## src/rtl/dual_input_debouncer.sv

```systemverilog
// Two independent synchronise-and-debounce channels producing clean A/B levels.
// Define DEBOUNCER_EDGE_PULSE_EN to add one-cycle rising-edge pulses on APulse/BPulse.

module dual_input_debouncer_chan #(
  parameter int CNT_WIDTH    = 20,
  parameter int STABLE_COUNT = 1000000
) (
  input  logic i_clk,
  input  logic i_rst,
  input  logic i_raw,
  output logic o_level
`ifdef DEBOUNCER_EDGE_PULSE_EN
  ,
  output logic o_pulse
`endif
);
  // state       | meaning
  // S_LOW       | output 0, counter held at 0
  // S_WAIT_HIGH | output 0, counting cycles of synchronised 1
  // S_HIGH      | output 1, counter held at 0
  // S_WAIT_LOW  | output 1, counting cycles of synchronised 0
  typedef enum logic [1:0] {S_LOW, S_WAIT_HIGH, S_HIGH, S_WAIT_LOW} state_t;

  localparam logic [CNT_WIDTH-1:0] TERMINAL = CNT_WIDTH'(STABLE_COUNT - 1);
  localparam logic [CNT_WIDTH-1:0] ONE      = CNT_WIDTH'(1);

  logic                 r_s1;
  logic                 r_s2;
  state_t               r_state;
  logic [CNT_WIDTH-1:0] r_cnt;
  logic                 r_level;
  logic                 w_terminal;

  assign w_terminal = (r_cnt == TERMINAL);
  assign o_level    = r_level;

  always_ff @(posedge i_clk) begin
    if (i_rst) begin
      r_s1    <= 1'b0;
      r_s2    <= 1'b0;
      r_state <= S_LOW;
      r_cnt   <= '0;
      r_level <= 1'b0;
    end else begin
      r_s1 <= i_raw;
      r_s2 <= r_s1;
      case (r_state)
        S_LOW: begin
          if (r_s2) begin
            r_state <= S_WAIT_HIGH;
            r_cnt   <= ONE;
          end
        end
        S_WAIT_HIGH: begin
          if (!r_s2) begin
            r_state <= S_LOW;
            r_cnt   <= '0;
          end else if (w_terminal) begin
            r_state <= S_HIGH;
            r_cnt   <= '0;
            r_level <= 1'b1;
          end else begin
            r_cnt <= r_cnt + ONE;
          end
        end
        S_HIGH: begin
          if (!r_s2) begin
            r_state <= S_WAIT_LOW;
            r_cnt   <= ONE;
          end
        end
        S_WAIT_LOW: begin
          if (r_s2) begin
            r_state <= S_HIGH;
            r_cnt   <= '0;
          end else if (w_terminal) begin
            r_state <= S_LOW;
            r_cnt   <= '0;
            r_level <= 1'b0;
          end else begin
            r_cnt <= r_cnt + ONE;
          end
        end
        default: begin
          r_state <= S_LOW;
          r_cnt   <= '0;
          r_level <= 1'b0;
        end
      endcase
    end
  end

`ifdef DEBOUNCER_EDGE_PULSE_EN
  logic r_pulse;

  // Fires on the same edge that raises the level, so it coincides with the first cycle of 1.
  always_ff @(posedge i_clk) begin
    if (i_rst) begin
      r_pulse <= 1'b0;
    end else begin
      r_pulse <= (r_state == S_WAIT_HIGH) && r_s2 && w_terminal;
    end
  end

  assign o_pulse = r_pulse;
`endif
endmodule

module dual_input_debouncer #(
  parameter int CNT_WIDTH    = 20,
  parameter int STABLE_COUNT = 1000000
) (
  input  logic Clk,
  input  logic Rst,
  input  logic RawA,
  input  logic RawB,
  output logic A,
  output logic B
`ifdef DEBOUNCER_EDGE_PULSE_EN
  ,
  output logic APulse,
  output logic BPulse
`endif
);
  dual_input_debouncer_chan #(
    .CNT_WIDTH   (CNT_WIDTH),
    .STABLE_COUNT(STABLE_COUNT)
  ) u_chan_a (
    .i_clk  (Clk),
    .i_rst  (Rst),
    .i_raw  (RawA),
    .o_level(A)
`ifdef DEBOUNCER_EDGE_PULSE_EN
    ,
    .o_pulse(APulse)
`endif
  );

  dual_input_debouncer_chan #(
    .CNT_WIDTH   (CNT_WIDTH),
    .STABLE_COUNT(STABLE_COUNT)
  ) u_chan_b (
    .i_clk  (Clk),
    .i_rst  (Rst),
    .i_raw  (RawB),
    .o_level(B)
`ifdef DEBOUNCER_EDGE_PULSE_EN
    ,
    .o_pulse(BPulse)
`endif
  );
endmodule

```

## config.mk

```make
export PLATFORM = sky130hd
export DESIGN_NAME = dual_input_debouncer
export DESIGN_NICKNAME = d
export VERILOG_FILES = /design/src/rtl/dual_input_debouncer.sv
export SDC_FILE = /design/constraint.sdc
export NUM_CORES = 1
export LEC_CHECK = 0
export ABC_CLOCK_PERIOD_IN_PS = 2130
export BUFFER_PORTS_ARGS = -buffer_cell sky130_fd_sc_hd__buf_2
export CAP_MARGIN = 10
export CORE_ASPECT_RATIO = 0.7
export CORE_UTILIZATION = 38
export CTS_CLUSTER_DIAMETER = 40
export DETAILED_ROUTE_END_ITERATION = 7
export GPL_TIMING_DRIVEN = 0
export PLACE_DENSITY = 0.57
export SYNTH_ARGS = -nofsm -noshare
export SYNTH_HDL_FRONTEND = slang
export SYNTH_SLANG_ARGS = --single-unit
export TNS_END_PERCENT = 20
```

## constraint.sdc

```tcl
create_clock -name Clk -period 2.13 [get_ports Clk]
set_input_delay 0.1065 -clock Clk [delete_from_list [all_inputs] [get_ports Clk]]
set_output_delay 0.1065 -clock Clk [all_outputs]
set_load 0.02 [all_outputs]
```

Word level (Yosys, flattened, before mapping)
Cells that the tools add are included.
{"block": "op_classes", "n_eq_ne": 24, "n_addsub": 2, "n_mux": 36, "n_reduce_logical": 10}
{"cell": "$mux 20", "count": 10}
{"cell": "$pmux 20 s4", "count": 2}
{"cell": "$add 20x1->20 const B", "count": 2}
{"cell": "$eq 20x20->1 const B", "count": 2}
{"cell": "$mux 2", "count": 12}
{"cell": "$ne 2x1->1 const B", "count": 8}
{"cell": "$pmux 2 s4", "count": 2}
{"cell": "$reduce_and 5->1", "count": 2}
{"cell": "$eq 2x2->1 const B", "count": 4}
{"cell": "$mux 1", "count": 8}
{"cell": "$ne 2x2->1 const B", "count": 4}
{"cell": "$reduce_and 4->1", "count": 2}
{"cell": "$ne 3x1->1 const B", "count": 2}
{"cell": "$ne 3x3->1 const B", "count": 2}
{"cell": "$eq 2x1->1 const B", "count": 2}
{"cell": "$logic_not 2->1", "count": 2}
{"cell": "$pmux 1 s2", "count": 2}
{"cell": "$reduce_and 2->1", "count": 2}
{"cell": "$reduce_bool 2->1", "count": 2}
{"block": "totals", "ff_bits": 50, "word_cells": 82, "in_bits": 4}

Logic depth before layout (Yosys ltp)
Gate-level depths: netlist of run 1.
{"block": "logic_depth", "word_depth": 4, "mapped_depth": 8, "depth_no_buf": 6}

By module
Synthesis of run 1 repeated with hierarchy kept, for this count alone.
{"block": "hier_totals", "hier_cells": 310, "hier_area_um2": 2571.2}
{"module": "dual_input_debouncer_chan at u_chan_b", "n_inst": 1, "cells_per_inst": 160, "area_per_inst_um2": 1298.7}
{"module": "dual_input_debouncer_chan at u_chan_a", "n_inst": 1, "cells_per_inst": 150, "area_per_inst_um2": 1272.5}

Least setup slack after synthesis of run 1
No wires, ideal clock.
{"block": "synth_path", "path_type": "register to register", "start": "reg u_chan_a.r_cnt[7]", "end": "reg u_chan_a.r_cnt[11]", "path_slack_ns": 0.276, "n_path_buf": 1, "t_arrival_ns": 1.738, "stages_incl_launch_ff": 7, "path_cell_list": "dfxtp_1 or4_4 nor4_4 a21oi_2 buf_6 a21o_1 a22o_1"}
{"block": "synth_via", "elab_chain_cells": 4}
{"element": "start, declared", "line": "30", "source": "logic [CNT_WIDTH-1:0] r_cnt;"}
{"element": "start signal, assigned", "line": "63", "source": "r_cnt <= r_cnt + ONE;"}
{"element": "start signal, assigned", "line": "81", "source": "r_cnt <= r_cnt + ONE;"}
{"element": "$add 20x1->20 or $eq 20x20->1 (tied branches)", "line": "63, 81, 34"}
{"element": "$mux 20 (*)", "line": "58, 76"}
{"element": "$mux 20, on equally long branches", "line": "73, 55"}
{"element": "$pmux 20 s4 (*)", "line": "47", "source": "case (r_state)"}
Every way passes the cells marked *; elsewhere a longest branch is shown, timed or not.
A chain may end at the register's enable or synchronous reset.

Worst setup path in the final report of run 1
{"block": "layout_path", "start": "reg u_chan_b.r_cnt[0]", "end": "reg u_chan_b.r_cnt[5]"}
{"block": "layout_via", "elab_chain_cells": 4}
{"element": "start, declared", "line": "30"}
{"element": "start signal, assigned", "line": "63"}
{"element": "start signal, assigned", "line": "81"}
{"element": "$add 20x1->20 or $eq 20x20->1 (tied branches)", "line": "63, 81, 34"}
{"element": "$mux 20 (*)", "line": "58, 76"}
{"element": "$mux 20, on equally long branches", "line": "73, 55"}
{"element": "$pmux 20 s4 (*)", "line": "47"}
Marks and branches as above.

==> results of run 1 <==
[metal layers]
layer | up-vias | share of wire [%] | global-route usage, %
li1 | 1101 | - | -
met1 | 968 | 57 | 26.7
met2 | 44 | 37 | 23.8
met3 | 5 | 4.6 | 3.63
met4 | 0 | 1.0 | 5.47
met5 | - | 0 | 0
[final timing paths]
kind | to | cells past startpoint
hold / removal | u_chan_b.r_s1 | 2
setup / recovery | u_chan_b.r_cnt[5] | 7
setup reg to reg | u_chan_b.r_cnt[5] | 7
hold reg to reg | u_chan_b.r_s2 | 1
[registers in the layout (all words and copies together), names as in the netlist, named ones only]
| register | cells |
|---|---|
| u_chan_a.o_level | 1 |
| u_chan_a.r_state | 1 |
| u_chan_b.r_state | 1 |
| u_chan_b.r_s2 | 1 |
| u_chan_a.r_s2 | 1 |
| u_chan_b.r_s1 | 1 |
| u_chan_a.r_cnt | 20 |
| u_chan_a.r_s1 | 1 |
| u_chan_b.r_cnt | 20 |
| u_chan_b.o_level | 1 |
[layout make-up]
class	count	area [um^2]
clock inverter	3	25.0
buffer	14	80.1
timing repair buffer	7	40.0
sequential	50	1000
inverter	6	22.5
clock buffer	5	68.8
multi-input combinational	219	1380
tap	78	97.6
fill	615	3530
[kinds of logic (layout without fill, tap and decap cells)]
group           after synthesis  in the layout
simple gates                126            126
compound gates               77             77
flops                        50             50
buf+inv                      20             35
xor+xnor                      7              7
mux                           7              7
fa+ha+maj                     2              2
[layout by cell type, fill, tap and decap left out, drive strengths merged, types with 3 or more instances in the layout]
master,instances
or3b,3
and4,5
and3,5
inv,7
a41oi,3
mux2i,7
or3,3
xnor2,4
a21o,4
xor2,3
nand4,10
nand2b,5
a22o,7
nor2,15
dfxtp,50
buf,12
a31oi,18
o21ai,11
nor2b,4
nor3,7
a21oi,27
clkbuf,13
nand3,23
nand3b,6
nand2,26
[where the power goes]
group	internal (W)	total [W]	switching, W	leakage, nW
Sequential	0.000944	0.000954	0.00000909	0.404
Combinational	0.0000272	0.0000726	0.0000453	0.510
Clock	0.000238	0.000581	0.000343	0.0447
Total	0.00121	0.00161	0.000398	0.959
[through the flow]
step / hold slack, ns / TNS [ns] / util (%)
floorplan: 0.235 / 0 / -
global placement: 0.318 / -0.110 / 41.5
detailed placement: 0.322 / -0.0557 / 41.5
CTS: 0.000345 / 0 / 43.3
global route: 0.00303 / 0 / 43.5
finish: 0.00670 / 0 / 43.5
[timing repair]
item / 4_1_cts / 5_1_grt
hold buffers: 1 / 0
setup endpoints to repair: 3 / 20
hold endpoints to repair: 1 / 0
resized for setup: 2 / 2
pin swaps: 0 / 2
==> qor.log, run 1 <==
qor: hold_path.hold_path.startpoint RawB
qor: synthesis.synth-simple-area-share 29.8%
qor: finish.fraction_of_layout_cells_with_a_size_suffix_above_1 9.54%
qor: flow_run.cap_violations 0
qor: cts.tritoncts.num_buffers 5
qor: synthesis.mappedNetlistArea 0.00247 mm^2
qor: route.drt_iter0_drc 159
qor: cts.clock_tree_from_tritoncts yes
qor: setup_path.required 2.35 ns
qor: sta.rsz_0062_raised_after_global_routing no
qor: sta.max_freq 0.500 GHz
qor: synthesis.postSynthRegisterBits 50
qor: power.vdd.ir_drop.worst 0.000340 V
qor: setup_path.crit-reg2reg-launch u_chan_b.r_cnt[0]
qor: sta.crit_path_setup_slack_layout 0.131 ns
qor: global_route.largest_net_degree_at_the_start_of_global_routing 18
qor: cts.worst_skew_pair.late_latency 0.31 ns
qor: setup_path.critPathCaptureType flop
qor: synthesis.ys_dominant_reg_cell sky130_fd_sc_hd__dfxtp_1
qor: sta.period_needed 2.00 ns
qor: setup_path.critPathLaunch u_chan_b.r_cnt[0]
qor: synthesis.yosysWarningCount 0
qor: sta.slew_viol_final 0
qor: place.gp_congestion 0.806
qor: route.routed_via_count 2,118
qor: floorplanning.num_rows 24
qor: synthesis.synth-adder-area-share 1.01%
qor: finish.area_growth_syn_to_layout 10.1%
qor: route.remaining_design_rule_violation_count 0
qor: finish.antenna-diode-count 0
qor: floorplanning.num_ports 6
qor: synthesis.post_synth_xor_area_fraction 2.48%
qor: setup_path.critical_path.slowest_cell sky130_fd_sc_hd__dfxtp_1
qor: route.drt-total-wl 5350 um
qor: sta.number_of_failing_hold_endpoints_at_the_final_stage 0
qor: place.placement.setup.worst_slack -0.0367 ns
qor: synthesis.synth.most_common_cell sky130_fd_sc_hd__dfxtp_1
qor: cts.tritoncts_num_sinks 50
qor: place.place.detailed.hpwl 3730 um
qor: power.power 0.00161 W
qor: cts.clk_pin_slew 0.10 ns
qor: global_route.gr-total-overflow 0
qor: power.cellLeakagePower 0.959 nW
qor: synthesis.post_synth_most_frequent_cells sky130_fd_sc_hd__dfxtp_1, sky130_fd_sc_hd__a21oi_1, sky130_fd_sc_hd__nand2_1
qor: setup_path.setup.worst_path.class reg2reg
qor: setup_path.cp_cell_sequence ha_1 -> nand3_1 -> nor4_4 -> a21oi_2 -> buf_2 -> a21o_1 -> a21o_1
qor: synthesis.synth.top_cells.by_area sky130_fd_sc_hd__dfxtp_1, sky130_fd_sc_hd__a21oi_1, sky130_fd_sc_hd__nand3_1
qor: synthesis.number_of_standard_cells_after_synthesis 289
qor: setup_path.path_common_cell sky130_fd_sc_hd__a21o_1
qor: global_route.track_usage 17.4%
qor: place.port_buffers 5
qor: finish.layoutNonFillerInstCount 382
qor: global_route.antenna_found_initial 0
qor: floorplanning.floorplan.core_area 0.00625 mm^2
qor: setup_path.cp_top_family simple AND/OR/NAND/NOR gates
qor: cts.cts_root_buffer sky130_fd_sc_hd__clkbuf_8
qor: synthesis.yosys.cell_types.count 47
qor: setup_path.timing.reg2reg.setup_slack 0.13 ns
qor: floorplanning.die-area 0.00683 mm^2
qor: floorplanning.die_h 69.4 um
qor: cts.htree_num_levels 2
qor: global_route.first_global_vias 1,929
qor: status.run_status finished, final reports clean
qor: setup_path.critical_path.startpoint_type flop
qor: synthesis.sequential_element_share_of_the_synthesized_area 40.5%
qor: sta.finalCritPeriodShare 93.9%
qor: synthesis.muxShareOfSynthArea 2.84%
qor: setup_path.crit_arrival 2.21 ns
qor: setup_path.critical_path_peak_fanout 10
qor: synthesis.netlist.top_cell.by_area sky130_fd_sc_hd__dfxtp_1
qor: route.route.detailed.wl_per_inst 14.0 um
qor: sta.setup-violations-final 0
qor: synthesis.ffs_w_async_s_r_synth 0%
qor: synthesis.synth.avg_cell_area 8.54 um^2
qor: hold_path.hold_path_class in2reg
qor: setup_path.critical_path.max_stage_delay 0.42 ns
qor: route.postRouteAntennaNets 0
qor: power.p_per_area 591 mW/mm^2
qor: cts.post_cts.repair.setup_buffers 0
qor: synthesis.main_combinational_cell_family_by_area_after_synthesis simple AND/OR/NAND/NOR gates
qor: route.routed_via_density 5.54
qor: setup_path.cp.buffers_inverters 1
qor: synthesis.compound_gate_fraction_of_synth_area 19.3%
qor: finish.layout.nets 309
qor: cts.clock_path_buffers 2
qor: synthesis.synth_largest_type_area_fraction 40.5%
qor: route.first_pass_iters 5
qor: floorplanning.die_x 98.3 um
qor: synthesis.synth_edf_count 0
qor: place.dpl_cell_area 0.00259 mm^2
qor: sta.maxSlewHeadroom 53.6%
qor: sta.worst-slew-pin-transition 0.691 ns
qor: place.place.detailed.instances 372
qor: global_route.grt_first_pass_wirelength 9520 um
qor: finish.postLayoutCellArea 0.00272 mm^2
qor: sta.final.setup_skew 0.00607 ns
qor: floorplanning.floorplan.initialDensity 39.5%
qor: synthesis.mappedNetlistNets 295
Power figures use the tool's default switching activity.
==> run 2: changes to the inputs <==
--- a/config.mk
+++ b/config.mk
@@ -8,12 +8,14 @@
 export ABC_CLOCK_PERIOD_IN_PS = 2130
 export BUFFER_PORTS_ARGS = -buffer_cell sky130_fd_sc_hd__buf_2
 export CAP_MARGIN = 10
+export CELL_PAD_IN_SITES_DETAIL_PLACEMENT = 0
+export CELL_PAD_IN_SITES_GLOBAL_PLACEMENT = 1
 export CORE_ASPECT_RATIO = 0.7
 export CORE_UTILIZATION = 38
 export CTS_CLUSTER_DIAMETER = 40
 export DETAILED_ROUTE_END_ITERATION = 7
 export GPL_TIMING_DRIVEN = 0
-export PLACE_DENSITY = 0.57
+export PLACE_DENSITY = 0.69
 export SYNTH_ARGS = -nofsm -noshare
 export SYNTH_HDL_FRONTEND = slang
 export SYNTH_SLANG_ARGS = --single-unit
==> run 2 against run 1 <==
Sequential cell count is the same. Count of clock-buffer cells in the layout is the same. Via count is essentially flat. Global-route usage shrank 0.43 points. Largest power group unchanged. Hold slack gained 0.0032 ns. Highest routed layer unchanged. Sequential share of layout area shrank 0.19 points. Critical path depth shrank 1.
==> qor.log, run 2 (synthesis results as in run 1) <==
qor: sta.maxSlewHeadroom 49.3% [-4.3 points]
qor: sta.rsz_0062_raised_after_global_routing no
qor: global_route.first_global_vias 1,747 [-9.4%]
qor: floorplanning.floorplan.core_area 0.00625 mm^2 [unchanged]
qor: global_route.antenna_found_initial 0 [unchanged]
qor: place.port_buffers 5 [unchanged]
qor: sta.slew_viol_final 0 [unchanged]
qor: hold_path.hold_path_class in2reg
qor: floorplanning.die-area 0.00683 mm^2 [unchanged]
qor: finish.layout_top_registers u_chan_a.r_cnt: 20 flops, u_chan_b.r_cnt: 20 flops
qor: setup_path.setup.worst_path.class reg2reg
qor: global_route.track_usage 16.9% [-0.43 points]
qor: sta.number_of_failing_hold_endpoints_at_the_final_stage 0 [unchanged]
qor: route.drt-total-wl 5430 um [+1.4%]
qor: setup_path.critical_path.startpoint_type flop
qor: route.first_pass_iters 4 [-1]
qor: cts.tritoncts.num_buffers 5 [unchanged]
qor: hold_path.hold_path.startpoint RawB
qor: global_route.grt_first_pass_wirelength 9180 um [-3.5%]
qor: route.routed_via_count 2,116 [-0.094%]
qor: setup_path.critical_path.slowest_cell sky130_fd_sc_hd__or3b_1
qor: place.place.detailed.hpwl 3790 um [+1.6%]
qor: flow_run.cap_violations 0 [unchanged]
qor: finish.layout.nets 309 [unchanged]
qor: sta.setup-violations-final 0 [unchanged]
qor: cts.clk_pin_slew 0.09 ns [about the same]
qor: floorplanning.num_rows 24 [unchanged]
qor: power.swShare 22.1% [-2.7 points]
qor: route.remaining_design_rule_violation_count 0 [unchanged]
qor: global_route.largest_net_degree_at_the_start_of_global_routing 16 [-2]
qor: finish.seqCellArea 0.00100 mm^2 [unchanged]
qor: power.switchingPower 0.000374 W [-6.1%]
qor: setup_path.critical_path_peak_fanout 10 [unchanged]
qor: global_route.gr-total-overflow 0 [unchanged]
qor: cts.post_cts.repair.setup_buffers 0 [unchanged]
qor: finish.antenna-diode-count 0 [unchanged]
qor: setup_path.critPathLaunch u_chan_b.r_cnt[6]
qor: place.dpl_cell_area 0.00259 mm^2 [unchanged]
qor: sta.final.setup_skew 0.0158 ns [+0.00977 ns]
qor: setup_path.required 2.34 ns [about the same]
qor: setup_path.critical_path.max_stage_delay 0.43 ns [about the same]
qor: route.route.detailed.wl_per_inst 14.2 um [+1.7%]
qor: power.power 0.00169 W [+5.2%]
qor: power.power.combinational.fraction 4.3% [-0.2 points]
qor: status.run_status finished, final reports clean
qor: cts.htree_num_levels 2 [unchanged]
qor: setup_path.critPathCaptureType flop
qor: finish.postLayoutCellArea 0.00273 mm^2 [+0.51%]
qor: cts.worst_skew_pair.late_latency 0.31 ns [about the same]
qor: finish.final_cell_mix sky130_fd_sc_hd__dfxtp_1, sky130_fd_sc_hd__nand2_1, sky130_fd_sc_hd__a21oi_1
qor: route.postRouteAntennaNets 0 [unchanged]
qor: finish.layoutNonFillerInstCount 381 [-0.26%]
qor: sta.period_needed 1.98 ns [-0.0162 ns]
qor: setup_path.path_common_cell sky130_fd_sc_hd__a21o_1
qor: setup_path.crit_arrival 2.19 ns [-0.02 ns]
qor: power.cellLeakagePower 0.968 nW [+0.99%]
qor: sta.worst-slew-pin-transition 0.754 ns [+0.0634 ns]
qor: finish.multi_input_comb_area 0.00138 mm^2 [unchanged]
qor: power.power.sequential.fraction 56.3% [-3.0 points]
qor: place.place.detailed.instances 372 [unchanged]
qor: finish.fraction_of_layout_cells_with_a_size_suffix_above_1 9.24% [-0.30 points]
qor: cts.cts_root_buffer sky130_fd_sc_hd__clkbuf_8
qor: route.routed_via_density 5.55 [+0.17%]
qor: floorplanning.num_ports 6 [unchanged]
qor: sta.finalCritPeriodShare 93.1% [-0.76 points]
qor: floorplanning.floorplan.initialDensity 39.5% [unchanged]
qor: finish.post-route-util 43.8% [+0.22 points]
qor: cts.clock_path_buffers 2 [unchanged]
qor: finish.final_common_cell sky130_fd_sc_hd__dfxtp_1
qor: power.share_clk_of_total_power 39.4% [+3.2 points]
qor: floorplanning.die_h 69.4 um [unchanged]
qor: floorplanning.die_x 98.3 um [unchanged]
qor: power.vdd.ir_drop.worst 0.000274 V [-19%]
qor: setup_path.cp_cell_sequence or3b_1 -> nor4_4 -> a21oi_2 -> buf_2 -> a21o_1 -> a21o_1
qor: power.p_per_area 619 mW/mm^2 [+4.7%]
qor: sta.finalHoldWorstSlack 0.00990 ns [+0.00320 ns]
qor: sta.max_freq 0.504 GHz [+0.81%]
qor: place.gp_congestion 0.763 [-5.3%]
qor: finish.area_growth_syn_to_layout 10.7%
qor: cts.tritoncts_num_sinks 50 [unchanged]
qor: cts.clock_tree_from_tritoncts yes
qor: power.internal_power 0.00132 W [+8.9%]
qor: setup_path.crit-reg2reg-launch u_chan_b.r_cnt[6]
qor: finish.fill_cells 629 [+2.3%]
qor: route.drt_iter0_drc 119 [-25%]
-- run 2: cell types whose count changed in the layout (fill, tap and decap cells not counted), sizes merged --
cell | before | now
bufinv | 0 | 1
clkinvlp | 1 | 0
inv | 7 | 6
-- run 2: worst paths after layout --
check             slack, ns                end  cells after the start
setup reg to reg       0.15  u_chan_b.r_cnt[5]                      6
hold / removal         0.01      u_chan_b.r_s1                      2
hold reg to reg        0.45      u_chan_a.r_s2                      1
setup / recovery       0.15  u_chan_b.r_cnt[5]                      6
-- run 2: worst max-delay path, delay by kind of cell, from the launching register on --
family | cells | cell delay (ns)
buffers and inverters | 1 | 0.22
DFF | 1 | 0.36
AOI/OAI and AO/OA | 3 | 0.50
and+or+nand+nor | 2 | 0.80
-- run 2: per-layer routing --
metal  routed length, um  up-vias  share of wire [%]  GRT usage [%]
met5                   0        -                  0              0
met4                  42        0               0.77           4.48
met3                 158        5                2.9           3.63
met2                1950       35                 36           21.0
met1                3270      969                 60           28.1
li1                    -     1107                  -              -
-- run 2: layout make-up --
class	instances	share of cell area [%]
multi-input combinational	219	50.6
sequential	50	36.6
tap	78	3.57
buffer	14	2.93
clock buffer	5	2.52
timing repair buffer	7	1.47
clock inverter	2	1.42
inverter	6	0.824
-- run 2: metrics by stage --
step	TNS (ns)	setup slack, ns
2_1_floorplan	0	0.276
3_3_place_gp	-0.456	-0.115
3_5_place_dp	-0.357	-0.0997
4_1_cts	0	0.0665
5_1_grt	0	0.00487
6_report	0	0.147
-- run 2: repair_timing --
item | CTS | global route
pin swaps | 0 | 2
endpoints found under the hold margin | 1 | 0
hold buffers | 1 | 0
resized for setup | 3 | 1
endpoints found under the setup margin | 10 | 25
-- run 2: power groups by stage --
stage | clock network [W] | registers [W] | logic, W
after floorplan | 0 | 0.000977 | 0.0000450
after global placement | 0 | 0.000974 | 0.0000696
after detailed placement | 0 | 0.000975 | 0.0000706
after CTS | 0.000697 | 0.000953 | 0.0000722
after global routing | 0.000743 | 0.000955 | 0.0000818
final | 0.000666 | 0.000953 | 0.0000724
